===== src/rtl/nbit_serial_sub.sv =====
// Bit-serial N-bit subtractor: Diff = A - B - Bin, one full-subtractor step per clock, LSB first.
// Optional signed-overflow output is built when NBIT_SERIAL_SUB_OVF_EN is defined.
//
// state   | meaning
// S_IDLE  | waiting for start; operands are latched on an accepted start
// S_SHIFT | one operand bit processed per clock; busy=1
// S_DONE  | single cycle with done=1; then back to S_IDLE
module nbit_serial_sub #(
   parameter int N = 4
) (
   input  logic         clk,
   input  logic         rst_n,
   input  logic         start,
   input  logic [N-1:0] A,
   input  logic [N-1:0] B,
   input  logic         Bin,
   output logic         busy,
   output logic         done,
   output logic [N-1:0] Diff,
   output logic         Bout
`ifdef NBIT_SERIAL_SUB_OVF_EN
   ,
   output logic         ovf
`endif
);

   localparam int CW = (N > 2) ? $clog2(N) : 1;
   localparam logic [CW-1:0] LAST = CW'(N - 1);

   typedef enum logic [1:0] {
      S_IDLE,
      S_SHIFT,
      S_DONE
   } state_t;

   state_t        state;
   logic [N-1:0]  a_sr;
   logic [N-1:0]  b_sr;
   logic          br;
   logic [CW-1:0] cnt;
   logic          d;
   logic          br_nxt;

   always_comb begin
      d      = a_sr[0] ^ b_sr[0] ^ br;
      br_nxt = (~a_sr[0] & b_sr[0]) | (~(a_sr[0] ^ b_sr[0]) & br);
   end

   // The minuend register doubles as the result register: each difference bit
   // enters at the MSB as the consumed operand bit leaves at the LSB.
   always_ff @(posedge clk or negedge rst_n) begin
      if (!rst_n) begin
         state <= S_IDLE;
         a_sr  <= '0;
         b_sr  <= '0;
         br    <= 1'b0;
         cnt   <= '0;
         busy  <= 1'b0;
         done  <= 1'b0;
         Diff  <= '0;
         Bout  <= 1'b0;
`ifdef NBIT_SERIAL_SUB_OVF_EN
         ovf   <= 1'b0;
`endif
      end else begin
         case (state)
            S_IDLE: begin
               done <= 1'b0;
               if (start) begin
                  a_sr  <= A;
                  b_sr  <= B;
                  br    <= Bin;
                  cnt   <= '0;
                  busy  <= 1'b1;
                  state <= S_SHIFT;
               end
            end
            S_SHIFT: begin
               a_sr <= {d, a_sr[N-1:1]};
               b_sr <= {1'b0, b_sr[N-1:1]};
               br   <= br_nxt;
               cnt  <= cnt + CW'(1);
               if (cnt == LAST) begin
                  Diff  <= {d, a_sr[N-1:1]};
                  Bout  <= br_nxt;
`ifdef NBIT_SERIAL_SUB_OVF_EN
                  // on the last step the operand bits in hand are the latched MSBs
                  ovf   <= (a_sr[0] != b_sr[0]) && (d != a_sr[0]);
`endif
                  busy  <= 1'b0;
                  done  <= 1'b1;
                  state <= S_DONE;
               end
            end
            S_DONE: begin
               done  <= 1'b0;
               state <= S_IDLE;
            end
            default: begin
               busy  <= 1'b0;
               done  <= 1'b0;
               state <= S_IDLE;
            end
         endcase
      end
   end

endmodule


===== config.mk =====
export PLATFORM = sky130hd
export DESIGN_NAME = nbit_serial_sub
export DESIGN_NICKNAME = d
export VERILOG_FILES = /design/src/rtl/nbit_serial_sub.sv
export SDC_FILE = /design/constraint.sdc
export NUM_CORES = 1
export LEC_CHECK = 0
export ABC_AREA = 1
export ABC_CLOCK_PERIOD_IN_PS = 1200
export CAP_MARGIN = 20
export CELL_PAD_IN_SITES_DETAIL_PLACEMENT = 0
export CELL_PAD_IN_SITES_GLOBAL_PLACEMENT = 2
export CORE_MARGIN = 8
export CORE_UTILIZATION = 26
export CTS_BUF_LIST = sky130_fd_sc_hd__clkbuf_16
export CTS_CLUSTER_SIZE = 20
export DETAILED_ROUTE_END_ITERATION = 10
export MAX_ROUTING_LAYER = met4
export PLACE_DENSITY_LB_ADDON = 0.1
export SYNTH_ARGS = -nofsm -noshare
export SYNTH_HDL_FRONTEND = slang
export SYNTH_SLANG_ARGS = --single-unit

===== constraint.sdc =====
create_clock -name clk -period 1.2 [get_ports clk]
set_input_delay 0.24 -clock clk [delete_from_list [all_inputs] [get_ports clk]]
set_output_delay 0.24 -clock clk [all_outputs]
set_load 0.05 [all_outputs]

==> summary.txt <==
Leading area contributor after synthesis: dfrtp_1
Register area: 500 sq um
Slew Limit Fails: 0
FP Rows: 22
Post-route cell area: 1410 sq um
Number of flops mapped to enable cells by yosys: 0
Unrepaired setup endpoints after global routing: true
H-tree Lvls: 1
Worst Tran Pin Value: 299 ps
Pre-CTS setup slack: -97.5 ps
Die width: 77.0 um
Clock transition at the registers of the reported paths: 60 ps
Net Count, Synth: 128
GR Util met2: 13.9%
Most Crowded Layer GR: met2
Ant. Diodes: 0
DRT iter0 DRCs: 45
HP Class: in2async
Yosys top cell area share: 51.8%
CTS Hold Buffers Added: 0
Mapped Cells: 114
Violated checks: negative setup slack
Final worst slack: -47.0 ps
Multi-input gate area: 370 sq um
Fillcell total: 382
Vias in the first global route: 813
Die Ht: 77.0 um
Clock Skew: 1.78 ps
Max VDD drop: 1.40 mV
DRT Pass-1 Iters: 4
Status: finished, violations left
Met3 GRT Util: 2.68%
Root Driver: clkbuf_16
Clock Power Share: 16.5%
Pint: 2.46 mW
Critical Path RT: 1350 ps
Sequential element share of the synthesized area: 51.8%
Avg Inst Size Synth: 8.47 sq um
DRC: 0
Final Wtd Congestion: 0.723
Sequential share of power: 30.5%
CP arrival: 1390 ps
CP startpoint kind: register
Max-cap violations: 0
PortBufs: 18
Met1 Usage GRT: 11.0%
Starting density of the core: 26.8%
Tcrit/Tclk final: 104%
Vias: 796
Initial antenna violation count: 0
Switch Pwr: 1.79 mW
Wire per inst: 12.3 um
Async SR Flop Fraction: 100%
Post-DRT Antenna Nets: 0
Slew HR: 80.0%
CP max FO: 2
Area contributors post-synth: dfrtp_1 52%, nand2_1 14%, nand3_1 8.3%, inv_1 6.6%, buf_6 2.3%
Main synth FF type: dfrtp_1
Total leakage power: 0.724 nW
Post-synth cell types: 18
Final setup vio count: 1
HPWL after DPL: 1700 um
CTS Sinks: 20
Mapped cell area: 966 sq um
Fmax: 802 MHz
Reg-to-reg setup timing slack: -50 ps
Insertion delay of the later-clocked pin in the worst-skew pair: 250 ps
Core ar.: 3610 sq um
Number of CTS-inserted buffers: 3
Crit. End Element: register
Clk buf depth: 2
Synth warn: 0
Most common cell in the netlist: nand2_1
Final nets: 157
Layout cell share with drive strength beyond 1: 19.7%
Largest net degree at the start of global routing: 21
Switch share: 42.1%
Top cells by instance count after synthesis: 35 x nand2_1, 20 x dfrtp_1, 17 x inv_1
Crit path time final: 1250 ps
Avg Vias per Cell: 4.19
Placed inst area: 1310 sq um
CTS tree: done
Total chip power: 4.25 mW
Final Hold Viols: 0
Total gr overflow: 0
Gr usage total: 8.87%
Io pins: 19
Post-Route WL: 2330 um
Die area: 5920 sq um
Yosys reg bits: 20
Comb power frac: 53.1%
P&R area growth vs syn: 46.0%
Pwr dens: 3010 nW/um^2
First-pass GRT wire length: 4160 um
CP Class: reg2reg
[logic make-up (layout without fill, tap and decap cells)]
group / after synthesis / count (layout) / synth area share (%)
simple gates: 61 / 61 / 28.6
fa+ha+maj: 2 / 2 / 3.37
flops: 20 / 20 / 51.8
buf+inv: 22 / 50 / 10.4
compound gates: 9 / 9 / 5.83
[what timing repair did]
item | 4_1_cts | 5_1_grt
setup endpoints to repair | 2 | 9
resized for setup | 2 | 1
endpoints found under the hold margin | 0 | 0
pin swaps | 1 | 1
buffers inserted | 1 | 1
gates cloned | 0 | 0
[layout make-up]
| cell class | instances | share of cell area [%] |
|---|---|---|
| Clock buffer | 3 | 5.32 |
| Clock inverter | 1 | 0.266 |
| Inverter | 20 | 5.50 |
| Multi-Input combinational cell | 72 | 26.3 |
| Sequential cell | 20 | 35.5 |
| Tap cell | 48 | 4.26 |
| Timing Repair Buffer | 26 | 22.9 |
[critical path, cell delays in order, from the launching register on]
cell and delay, ps:
dfrtp_1 360, inv_2 40, fa_1 470, inv_1 80, nand3_1 70, nand3_1 80, nand2_1 50
[flip-flops by register name, indices dropped and copies added (netlist names)]
name / flops
Bout: 1
Diff: 4
a_sr: 4
b_sr: 4
br: 1
busy: 1
cnt: 2
done: 1
state: 2
[final timing paths]
kind,from,end,cells past startpoint
worst max-delay path,br,a_sr[3],6
worst max register to register,br,a_sr[3],6
worst min-delay path,rst_n,a_sr[0],2
worst min register to register,cnt[0],cnt[0],1
max in group asynchronous,rst_n,b_sr[2],2
min in group clk,cnt[0],cnt[0],1
[placed cells by master, fill, tap and decap left out, types with 3 or more instances in the layout]
cell             instances
buf_12                   8
nand2_4                  3
nand2_1                 35
nor2_1                   5
clkbuf_16                3
o21ai_1                  4
clkdlybuf4s50_1         11
buf_4                    7
inv_1                   15
dfrtp_1                 20
nand3_1                 16
inv_2                    4
[power by group through the flow]
stage                     Clock [mW]  Sequential (mW)  Combinational, mW
final                          0.699             1.29               2.25
after global routing           0.745             1.34               2.51
after CTS                      0.718             1.29               2.27
after detailed placement           0             1.30               2.24
after global placement             0             1.29               2.23
after floorplan                    0             1.54               1.07
[metal layers]
metal | up-vias | share of wire (%) | routed length [um]
li1 | 407 | - | -
met1 | 373 | 49 | 1140
met2 | 14 | 47 | 1100
met3 | 2 | 3.3 | 77
met4 | 0 | 0.56 | 13
met5 | - | 0 | 0
[stage by stage]
step	util (%)	hold WS, ps	cells	setup TNS, ps
after floorplan	-	-55.6	114	0
after global placement	36.4	464	184	-829
after detailed placement	36.4	467	184	-963
after CTS	38.8	338	189	-62.0
after global routing	39.1	351	190	-189
final	39.1	330	190	-47.0
No activity file was read; power rests on OpenSTA's default activity.
